==> src/rtl/mcdt_pkg.sv <==
// Shared constants, FSM state type and packet-length decode for the mcdt formatter.
package mcdt_pkg;

    localparam int CH_NUM     = 3;
    localparam int FIFO_DEPTH = 32;
    localparam int DW         = 32;
    localparam int CHW        = 2;
    localparam int LENW       = 6;
    localparam int CNTW       = $clog2(FIFO_DEPTH) + 1;

    typedef enum logic [1:0] {
        IDLE = 2'd0,
        REQ  = 2'd1,
        SEND = 2'd2
    } fmt_state_e;

    // Packet length code to word count.
    function automatic logic [LENW-1:0] len_decode(input logic [1:0] code);
        logic [LENW-1:0] len;
        case (code)
            2'd0:    len = 6'd4;
            2'd1:    len = 6'd8;
            2'd2:    len = 6'd16;
            default: len = 6'd32;
        endcase
        return len;
    endfunction

endpackage

==> src/rtl/mcdt_fmt_fifo.sv <==
// Per-channel synchronous FIFO with show-ahead read data and an occupancy count.
module mcdt_fmt_fifo #(
    parameter int DEPTH = 32,
    parameter int DW    = 32
) (
    input  logic                       clk_i,
    input  logic                       rstn_i,
    input  logic                       push_i,
    input  logic [DW-1:0]              data_i,
    input  logic                       pop_i,
    output logic [DW-1:0]              data_o,
    output logic                       full_o,
    output logic                       empty_o,
    output logic [$clog2(DEPTH):0]     count_o
);

    localparam int AW = $clog2(DEPTH);
    localparam int CW = AW + 1;

    logic [DW-1:0] mem_q [DEPTH];
    logic [AW-1:0] wr_ptr_q;
    logic [AW-1:0] rd_ptr_q;
    logic [CW-1:0] count_q;
    logic          push_ok;
    logic          pop_ok;

    assign full_o  = (count_q == CW'(DEPTH));
    assign empty_o = (count_q == '0);
    assign count_o = count_q;
    assign data_o  = mem_q[rd_ptr_q];
    // A push into a full FIFO is dropped even if a pop happens in the same cycle.
    assign push_ok = push_i && !full_o;
    assign pop_ok  = pop_i && !empty_o;

    // Storage array; contents need no reset since the pointers qualify them.
    always_ff @(posedge clk_i) begin
        if (push_ok) begin
            mem_q[wr_ptr_q] <= data_i;
        end
    end

    // Pointer and occupancy bookkeeping.
    always_ff @(posedge clk_i) begin
        if (!rstn_i) begin
            wr_ptr_q <= '0;
            rd_ptr_q <= '0;
            count_q  <= '0;
        end else begin
            if (push_ok) wr_ptr_q <= wr_ptr_q + AW'(1);
            if (pop_ok)  rd_ptr_q <= rd_ptr_q + AW'(1);
            case ({push_ok, pop_ok})
                2'b10:   count_q <= count_q + CW'(1);
                2'b01:   count_q <= count_q - CW'(1);
                default: count_q <= count_q;
            endcase
        end
    end

endmodule

==> src/rtl/mcdt_formatter.sv <==
// Formatter top: per-channel buffering, round-robin packet selection and
// request/grant packet emission.
//  state | meaning
//  IDLE  | look for an eligible channel, latch chid/length when found
//  REQ   | req held with stable chid/length until grant
//  SEND  | one word per cycle from the latched channel, start on first, end on last
module mcdt_formatter
    import mcdt_pkg::*;
(
    input  logic                  clk_i,
    input  logic                  rstn_i,
    input  logic [DW-1:0]         fmt_data_i,
    input  logic                  fmt_valid_i,
    input  logic [1:0]            fmt_chid_i,
    input  logic [1:0]            cfg_len_i,
    output logic [CH_NUM*6-1:0]   fmt_margin_o,
    output logic [CH_NUM-1:0]     fmt_ovf_o,
    output logic                  fmt_err_o,
    output logic                  fmt_req_o,
    input  logic                  fmt_grant_i,
    output logic [1:0]            fmt_chid_o,
    output logic [5:0]            fmt_length_o,
    output logic [DW-1:0]         fmt_data_o,
    output logic                  fmt_start_o,
    output logic                  fmt_end_o
);

    fmt_state_e       state_q;
    logic [CHW-1:0]   rr_q;
    logic [CHW-1:0]   chid_q;
    logic [LENW-1:0]  len_q;
    logic [LENW-1:0]  sent_q;
    logic             req_q;
    logic             start_q;
    logic             end_q;
    logic [DW-1:0]    data_q;
    logic [CH_NUM-1:0] ovf_q;
    logic             err_q;

    logic [CH_NUM-1:0] push;
    logic [CH_NUM-1:0] pop;
    logic [CH_NUM-1:0] full;
    logic [CH_NUM-1:0] empty;
    logic [CH_NUM-1:0] elig;
    logic [DW-1:0]     rd_data [CH_NUM];
    logic [CNTW-1:0]   count [CH_NUM];
    logic [LENW-1:0]   len_req;
    logic              pop_sel;
    logic              sel_found;
    logic [CHW-1:0]    sel_ch;

    assign len_req = len_decode(cfg_len_i);
    assign pop_sel = (state_q == REQ && fmt_grant_i) || (state_q == SEND && sent_q != len_q);

    for (genvar i = 0; i < CH_NUM; i++) begin : g_ch
        assign push[i] = fmt_valid_i && (fmt_chid_i == 2'(i));
        assign pop[i]  = pop_sel && (chid_q == 2'(i)) && !empty[i];
        assign elig[i] = (count[i] >= len_req);
        // Margin follows the registered count, so it moves the cycle after a push/pop.
        assign fmt_margin_o[i*6 +: 6] = 6'(FIFO_DEPTH) - count[i];

        mcdt_fmt_fifo #(.DEPTH(FIFO_DEPTH), .DW(DW)) u_fifo (
            .clk_i   (clk_i),
            .rstn_i  (rstn_i),
            .push_i  (push[i]),
            .data_i  (fmt_data_i),
            .pop_i   (pop[i]),
            .data_o  (rd_data[i]),
            .full_o  (full[i]),
            .empty_o (empty[i]),
            .count_o (count[i])
        );
    end

    // Round-robin pick: first eligible channel after the last served one.
    always_comb begin
        logic [2:0] idx_w;
        sel_found = 1'b0;
        sel_ch    = '0;
        idx_w     = '0;
        for (int k = 1; k <= CH_NUM; k++) begin
            idx_w = {1'b0, rr_q} + 3'(k);
            if (idx_w >= 3'(CH_NUM)) idx_w = idx_w - 3'(CH_NUM);
            if (!sel_found && elig[idx_w[1:0]]) begin
                sel_found = 1'b1;
                sel_ch    = idx_w[1:0];
            end
        end
    end

    // Sticky overflow and illegal-channel flags.
    always_ff @(posedge clk_i) begin
        if (!rstn_i) begin
            ovf_q <= '0;
            err_q <= 1'b0;
        end else begin
            ovf_q <= ovf_q | (push & full);
            if (fmt_valid_i && fmt_chid_i >= 2'(CH_NUM)) err_q <= 1'b1;
        end
    end

    // Packet FSM with registered handshake and data outputs.
    always_ff @(posedge clk_i) begin
        if (!rstn_i) begin
            state_q <= IDLE;
            rr_q    <= '0;
            chid_q  <= '0;
            len_q   <= '0;
            sent_q  <= '0;
            req_q   <= 1'b0;
            start_q <= 1'b0;
            end_q   <= 1'b0;
            data_q  <= '0;
        end else begin
            case (state_q)
                IDLE: begin
                    start_q <= 1'b0;
                    end_q   <= 1'b0;
                    if (sel_found) begin
                        chid_q  <= sel_ch;
                        len_q   <= len_req;
                        req_q   <= 1'b1;
                        state_q <= REQ;
                    end
                end
                REQ: begin
                    // The first word is popped on the grant edge itself.
                    if (fmt_grant_i) begin
                        req_q   <= 1'b0;
                        data_q  <= rd_data[chid_q];
                        start_q <= 1'b1;
                        end_q   <= (len_q == 6'd1);
                        sent_q  <= 6'd1;
                        state_q <= SEND;
                    end
                end
                SEND: begin
                    start_q <= 1'b0;
                    if (sent_q == len_q) begin
                        end_q   <= 1'b0;
                        rr_q    <= chid_q;
                        state_q <= IDLE;
                    end else begin
                        data_q <= rd_data[chid_q];
                        sent_q <= sent_q + 6'd1;
                        end_q  <= (sent_q + 6'd1 == len_q);
                    end
                end
                default: state_q <= IDLE;
            endcase
        end
    end

    assign fmt_req_o    = req_q;
    assign fmt_chid_o   = chid_q;
    assign fmt_length_o = len_q;
    assign fmt_data_o   = data_q;
    assign fmt_start_o  = start_q;
    assign fmt_end_o    = end_q;
    assign fmt_ovf_o    = ovf_q;
    assign fmt_err_o    = err_q;

endmodule

==> config.mk <==
export PLATFORM = sky130hd
export DESIGN_NAME = mcdt_formatter
export DESIGN_NICKNAME = d
export VERILOG_FILES = /design/src/rtl/mcdt_pkg.sv /design/src/rtl/mcdt_fmt_fifo.sv /design/src/rtl/mcdt_formatter.sv
export SDC_FILE = /design/constraint.sdc
export NUM_CORES = 2
export LEC_CHECK = 0
export BUFFER_PORTS_ARGS = -buffer_cell sky130_fd_sc_hd__buf_2
export CORE_UTILIZATION = 45
export DETAILED_ROUTE_END_ITERATION = 10
export SYNTH_ARGS = -nofsm -noshare
export SYNTH_HDL_FRONTEND = slang
export SYNTH_HIERARCHICAL = 1
export SYNTH_SLANG_ARGS = --single-unit
==> constraint.sdc <==
create_clock -name clk_i -period 9.7 [get_ports clk_i]
set_input_delay 0.485 -clock clk_i [delete_from_list [all_inputs] [get_ports clk_i]]
set_output_delay 0.485 -clock clk_i [all_outputs]
set_load 0.02 [all_outputs]
==> After elaboration in Yosys (flattened, before gate mapping) <==
Memories as Yosys holds them, arrays and structs flattened. A register that Yosys moved wholly into a read port is not among the register bits.
Index checks and enable logic that the tools add are counted.
{ "totals": {"wordCells": 187, "ram_bits": 3072, "memories": 3, "register_bits": 105} }
{ "memory_table": {"columns": ["memory", "words", "width", "read_ports", "rd_clocked_by_memory_dff", "write_ports", "line", "text"], "rows": [
  ["g_ch[0].u_fifo.mem_q", 32, 32, 1, 1, 1, "mcdt_fmt_fifo.sv:20", "logic [DW-1:0] mem_q [DEPTH];"],
  ["g_ch[1].u_fifo.mem_q", 32, 32, 1, 1, 1, "mcdt_fmt_fifo.sv:20", null],
  ["g_ch[2].u_fifo.mem_q", 32, 32, 1, 1, 1, "mcdt_fmt_fifo.sv:20", null]
]} }
{ "classes": {"magnitude_cmp": 11, "n_eq_ne": 25, "n_bitwise": 3, "reduce_logical": 51, "n_mux": 52, "addsub": 22} }
{ "op_table": {"columns": ["op", "n"], "rows": [
  ["$mux 32", 4],
  ["$bmux 32 s2", 1],
  ["$pmux 32 s2", 1],
  ["$pmux 6 s2", 4],
  ["$add 5x1->5 const B", 6],
  ["$mux 5", 6],
  ["$add 6x1->6 const B", 4],
  ["$logic_and 1x1->1", 20],
  ["$eq 6x6->1 const B", 3],
  ["$ge 6x6->1", 3],
  ["$logic_not 6->1", 3],
  ["$mux 2", 9],
  ["$pmux 6 s3", 1],
  ["$sub 6x1->6 const B", 3],
  ["$sub 6x6->6 const A", 3],
  ["$mux 1", 17],
  ["$eq 2x1->1 const B", 7],
  ["$eq 2x2->1 const B", 7],
  ["$eq 6x6->1", 2],
  ["$mux 6", 2],
  ["$reduce_bool 2->1", 6],
  ["$ge 3x2->1 const B", 3],
  ["$lt 2x3->1 const B", 3],
  ["$reduce_and 3->1", 3],
  ["22 further kinds", 43]
]} }

==> Longest topological paths before layout <==
{ "logic_depth": {"ltp_word": 14, "mapped_depth": 17, "ltp_nobuf": 15} }

==> By module <==
The synthesis kept the hierarchy.
{ "by_module_without_submodules": {"columns": ["mod", "cells_each", "instances", "area_each_um2"], "rows": [
  ["mcdt_fmt_fifo at g_ch[1].u_fifo ...", 2049, 2, 40383.7],
  ["mcdt_fmt_fifo at g_ch[0].u_fifo", 2050, 1, 40381.2],
  ["mcdt_formatter", 418, 1, 3589.7]
]} }

==> Least setup slack after synthesis <==
OpenSTA, ideal clock, no wires.
{ "synth_path": {"path_type": "reg-to-reg", "start": "register len_q[4], in the netlist fmt_length_o[4]", "end": "register g_ch[2].u_fifo.count_q[2]", "path_stages_with_launch": 16, "slack_ns": 6.122, "arrival_time_ns": 3.508, "required_ns": 9.629, "setup_ns": 0.071, "path_cell_list": "dfxtp_1 > xor2_1 > o31a_1 > a21oi_2 > buf_4 > nor4b_1 > o31ai_2 > inv_1 > ha_1 > clkbuf_1 > xor2_1 > ha_1 > a21oi_1 > xor2_1 > or3_1 > a21oi_1"} }
{ "synth_via": {"elab_chain_len": 8, "word_cells_on_any_way": 10} }
{ "synth_lines": {"columns": ["item", "line", "text"], "rows": [
  ["start: declaration", "mcdt_formatter.sv:31", "logic [LENW-1:0] len_q;"],
  ["start signal: assignment", "mcdt_formatter.sv:121", "len_q <= len_req;"],
  ["$ne 6x6->1 (*)", "mcdt_formatter.sv:53", "assign pop_sel = (state_q == REQ && fmt_grant_i) || (state_q == SEND && sent_q != len_q);"],
  ["$logic_and 1x1->1 (*)", "mcdt_formatter.sv:53", null],
  ["$logic_or 1x1->1 (*)", "mcdt_formatter.sv:53", null],
  ["$logic_and 1x1->1 (*) (2 in series)", "mcdt_formatter.sv:57", "assign pop[i] = pop_sel && (chid_q == 2'(i)) && !empty[i];"],
  ["via pop[2]", "mcdt_formatter.sv:41", "logic [CH_NUM-1:0] pop;"],
  ["$logic_and 1x1->1 (*)", "mcdt_fmt_fifo.sv:33", "assign pop_ok = pop_i && !empty_o;"],
  ["$eq 2x1->1 or $eq 2x2->1 (tied branches)", "mcdt_fmt_fifo.sv:51", "case ({push_ok, pop_ok})"],
  ["$pmux 6 s2 or $reduce_bool 2->1 (tied branches)", null, null],
  ["end signal: assignment", "mcdt_fmt_fifo.sv:52", "2'b10: count_q <= count_q + CW'(1);"],
  ["end signal: assignment", "mcdt_fmt_fifo.sv:53", "2'b01: count_q <= count_q - CW'(1);"],
  ["end signal: assignment", "mcdt_fmt_fifo.sv:54", "default: count_q <= count_q;"],
  ["end: declaration", "mcdt_fmt_fifo.sv:23", "logic [CW-1:0] count_q;"]
]} }
Mark *: on every way through the listed nets, which the timed path passes. The rest lies on a longest branch.
A chain may end at the register's enable or synchronous reset.

==> impl_summary.log <==
[metrics] outcome: finished with violations
[metrics] failing checks: antenna violations
[metrics] overall overflow remaining after global route: 0
[metrics] post-synthesis share of cell area spent on and, or, nand and nor gates: 3.94%
[metrics] max-slew headroom at the worst pin: 17.5%
[metrics] type of element capturing the critical path: flip-flop
[metrics] DRC violations left: 0
[metrics] switching portion of total power: 20.7%
[metrics] standard cell core area: 275000 um^2
[metrics] max incr delay on CP: 0.87 ns
[metrics] number of hold violations in the final report: 0
[metrics] primary flip-flop cell chosen by synthesis mapping: sky130_fd_sc_hd__edfxtp_1
[metrics] number of global-route vias before repair: 63600
[metrics] Pwr Total: 28.4 mW
[metrics] cell type with the largest total area after synthesis: sky130_fd_sc_hd__edfxtp_1
[metrics] DP Cell Count: 10200
[metrics] average wire per standard cell: 32.4 um
[metrics] CTS Buf Count: 334
[metrics] clock latency of the later-clocked register in the worst-skew pair: 0.89 ns
[metrics] Gate Count Post-Synth: 6566
[metrics] number of vias per cell: 6.03
[metrics] clock tree from TritonCTS: yes
[metrics] Port Buf Inserts: 102
[metrics] ratio of final minimum period to clock period: 48.3%
[metrics] most used cell, CP: sky130_fd_sc_hd__buf_4
[metrics] Yosys warnings: 6
[metrics] Critical Path AT: 5.47 ns
[metrics] Met2 Wirelength: 165 mm
[metrics] share of the synthesized area in the top cell type: 74.0%
[metrics] Clock Tree Buf Depth: 4
[metrics] Clk pin slew, worst setup/hold paths: 0.06 ns
[metrics] global placer's final weighted congestion: 0.847
[metrics] Post-synth ARST share: 0%
[metrics] area fraction in compound gates after synthesis: 5.45%
[metrics] first-iteration detailed-routing DRC count: 7410
[metrics] fmax: 0.213 GHz
[metrics] Synth Area in XOR/XNOR: 0.350%
[metrics] total vias in the final route: 65100
[metrics] Met3 Routed Length: 28.8 mm
[metrics] H-tree levels: 5
[metrics] antenna violations before repair: 59
[metrics] Cell Chain, Critical Path: buf_4 -> buf_4 -> mux4_2 -> a22o_1 -> or4_1 -> a22oi_1 -> a21oi_1 -> a221oi_1 -> nor2b_1
[metrics] worst setup slack before clock tree synthesis: 4.86 ns
[metrics] multiplexer area fraction after synthesis: 12.4%
[metrics] core utilization of the finished layout: 51.5%
[metrics] clock share of power: 44.2%
[metrics] Req. time, crit path: 10.48 ns
[metrics] CTS resizes: 0
[metrics] internal power of the cells: 22.5 mW
[metrics] FF/Latch Area: 94600 um^2
[metrics] number of distinct library cell variants in the gate-level netlist after synthesis: 74
[metrics] horizontal extent of the die: 528 um
[metrics] Hold/Removal Path Class: primary input to flip-flop
[metrics] net total in the final layout: 6898
[metrics] Clock Skews: 0.0659 ns
[metrics] Area Overhead vs Synth: 13.4%
[metrics] fillers: 21700
[metrics] CP max-delay cell: sky130_fd_sc_hd__dfxtp_4
[metrics] pin count of the biggest net entering global routing: 171
[metrics] max-capacitance violation count: 0
[metrics] Die H: 528 um
[metrics] flop and latch count out of synthesis: 3190
[metrics] final wirelength: 350 mm
[metrics] starting utilization of the core area: 45.4%
[metrics] min Tclk post-route: 4.69 ns
[metrics] kind of start point of the critical path: flip-flop
[metrics] area share of fa/ha/maj cells after synthesis: 0.421%
[metrics] Reg power frac: 53.4%
[metrics] routed length on met1: 142 mm
[metrics] setup TNS: 0 ns
[metrics] Cell Pwr Density: 201 nW/um^2
[metrics] number of enable flip-flop cells after synthesis: 3072
[metrics] max layer used: met5
[metrics] GRT Util Overall: 24.8%
[metrics] Die Footprint: 279000 um^2
[metrics] global-route wire length before repair: 487 mm
[metrics] Max Slew Vio Count: 0
[metrics] logic gate share of total power: 2.4%
[metrics] clock sink total: 3190
[metrics] unrepaired setup endpoints after global routing: no
[metrics] worst-case setup margin in the final layout: 5.01 ns
[metrics] share of cells above drive strength 1: 26.2%
[metrics] worst voltage drop across the vdd grid: 0.129 mV
[metrics] sequential cell area fraction in the yosys report: 75.8%
[metrics] leakage power figure: 43.6 nW
[metrics] final setup fails: 0
[metrics] final antenna-violating net count: 1
[metrics] top fanout value on the critical path: 39
[metrics] drt first pass iters: 8
[metrics] net switching component of the power: 5.89 mW
[metrics] CTS Root Buffer Type: sky130_fd_sc_hd__clkbuf_16
[metrics] WHS Path Cells: 1
[metrics] post-synth design cell area: 125000 um^2
[metrics] Avg Inst Size Synth: 19.0 um^2
[metrics] leading post-synthesis cells by cell area: sky130_fd_sc_hd__edfxtp_1 (74%), sky130_fd_sc_hd__mux4_2 (6.9%), sky130_fd_sc_hd__mux2_2 (5.2%), sky130_fd_sc_hd__dfxtp_1 (1.9%), sky130_fd_sc_hd__a22o_1 (1.3%)
[metrics] main combinational cell family by area after synthesis: multiplexers
[metrics] std cell rows: 192
[metrics] multi-input gate area in the final layout: 29000 um^2
[metrics] number of top-level design ports: 105
[metrics] final non-filler cell total: 10800
[metrics] critical path start-end classification: flip-flop to flip-flop
[metrics] Worst Tran Pin Value: 1.24 ns
[metrics] depth of the worst register-to-register path: 9
[metrics] half-perimeter wire length of the detailed placement result: 203 mm
[synth_stat cells, types with 37 or more instances]
library cell and instances:
sky130_fd_sc_hd__or4_1 99, sky130_fd_sc_hd__mux4_2 384, sky130_fd_sc_hd__ha_1 42, sky130_fd_sc_hd__buf_2 49, sky130_fd_sc_hd__clkbuf_1 256, sky130_fd_sc_hd__nor2b_1 216
sky130_fd_sc_hd__a22o_1 192, sky130_fd_sc_hd__mux2i_1 37, sky130_fd_sc_hd__o22ai_1 194, sky130_fd_sc_hd__a211oi_1 193, sky130_fd_sc_hd__nand2_1 92, sky130_fd_sc_hd__inv_1 38
sky130_fd_sc_hd__o21ai_0 207, sky130_fd_sc_hd__mux2_2 576, sky130_fd_sc_hd__edfxtp_1 3072, sky130_fd_sc_hd__nor2_1 154, sky130_fd_sc_hd__dfxtp_1 118, sky130_fd_sc_hd__buf_1 46
sky130_fd_sc_hd__nor3_1 207
[state kept, by name (all words and copies together), names as in the netlist, 3 cells and up, named ones only]
register,flops
fmt_data_o,32
fmt_length_o,4
fmt_ovf_o,3
g_ch.u_fifo/count_o,18
g_ch.u_fifo/rd_ptr_q,15
sent_q,6
g_ch.u_fifo/mem_q,3072
g_ch.u_fifo/wr_ptr_q,15
[kinds of logic (layout without fill, tap and decap cells)]
logic type / count (synthesis) / count (layout)
buffers and inverters: 431 / 943
AOI/OAI and AO/OA: 962 / 962
adders and majority gates: 42 / 42
muxes: 997 / 997
DFF: 3190 / 3190
xor gates and xnor gates: 49 / 49
other: 1 / 32
and+or+nand+nor: 894 / 894
[path summary, 6_finish.rpt]
| path | start | endpoint | slack [ns] |
|---|---|---|---|
| setup / recovery | flip-flop | fmt_data_o[24] | 5.01 |
| hold / removal | fmt_data_i[27] | g_ch[2].u_fifo/mem_q[4][27] | 0.06 |
| setup reg to reg | flip-flop | fmt_data_o[24] | 5.01 |
| hold reg to reg | fmt_ovf_o[2] | fmt_ovf_o[2] | 0.47 |
[placed cells by master, fill, tap and decap left out, types with 16 or more instances in the layout]
master and count:
sky130_fd_sc_hd__nor2b_1 212, sky130_fd_sc_hd__bufinv_16 28, sky130_fd_sc_hd__nand2_1 88, sky130_fd_sc_hd__or4_1 99
sky130_fd_sc_hd__a22oi_1 16, sky130_fd_sc_hd__o211ai_1 22, sky130_fd_sc_hd__o21ai_0 207, sky130_fd_sc_hd__clkbuf_8 19
sky130_fd_sc_hd__a21oi_1 36, sky130_fd_sc_hd__buf_2 69, sky130_fd_sc_hd__mux2_2 576, sky130_fd_sc_hd__mux4_2 384
sky130_fd_sc_hd__mux2i_1 37, sky130_fd_sc_hd__o211a_1 25, sky130_fd_sc_hd__xnor2_1 16, sky130_fd_sc_hd__nor2_4 98
sky130_fd_sc_hd__nor2_1 51, sky130_fd_sc_hd__buf_4 213, sky130_fd_sc_hd__dfxtp_1 111, sky130_fd_sc_hd__clkinv_2 42
sky130_fd_sc_hd__clkbuf_1 74, sky130_fd_sc_hd__nand3_1 26, sky130_fd_sc_hd__clkbuf_16 336, sky130_fd_sc_hd__inv_1 38
sky130_fd_sc_hd__ha_1 42, sky130_fd_sc_hd__diode_2 30, sky130_fd_sc_hd__a22o_1 192, sky130_fd_sc_hd__clkinv_1 74
sky130_fd_sc_hd__a211oi_1 192, sky130_fd_sc_hd__edfxtp_1 3072, sky130_fd_sc_hd__nor3_1 206, sky130_fd_sc_hd__o22ai_1 194
sky130_fd_sc_hd__xor2_1 32
[power groups by stage]
stage / Sequential, mW / Clock, mW / Combinational [mW]
finish: 15.2 / 12.6 / 0.676
global placement: 15.5 / 0 / 0.651
floorplan: 15.5 / 0 / 0.182
CTS: 15.2 / 12.8 / 0.677
detailed placement: 15.5 / 0 / 0.671
global route: 15.2 / 13.3 / 0.702
[final cells by class]
cell class                 instances  area share, %
clock inverter                   170           1.22
clock buffer                     429           6.33
timing repair buffer             306           1.61
tap                             3686           3.26
multi-input combinational       2946           20.5
sequential                      3190           66.9
antenna                           30         0.0531
inverter                          38          0.101
[critical path: cells and delay by family, from the launching register on]
family | cells | cell delay, ns
DFF | 1 | 0.87
AOI/OAI and AO/OA | 4 | 0.95
buffers and inverters | 2 | 1.31
and+or+nand+nor | 2 | 0.79
muxes | 1 | 0.59
[repair_timing]
| item | CTS | global route |
|---|---|---|
| hold buffers | 15 | 0 |
| endpoints found under the hold margin | 162 | 0 |
| setup endpoints to repair | 0 | 0 |
| setup buffers | 0 | 0 |
[stage by stage]
stage          hold WS [ns]  instance area [um^2]
2_1_floorplan         0.460                125000
3_3_place_gp          0.442                131000
3_5_place_dp          0.459                131000
4_1_cts              0.0160                141000
5_1_grt              0.0605                141000
6_report             0.0561                141000
[metal layers]
metal | global-route usage (%) | vias up
met1 | 34.0 | 34600
met4 | 9.53 | 16
met5 | 0 | -
met3 | 4.75 | 493
met2 | 39.2 | 2605
li1 | - | 27400
(Power assumes the default switching activity.)
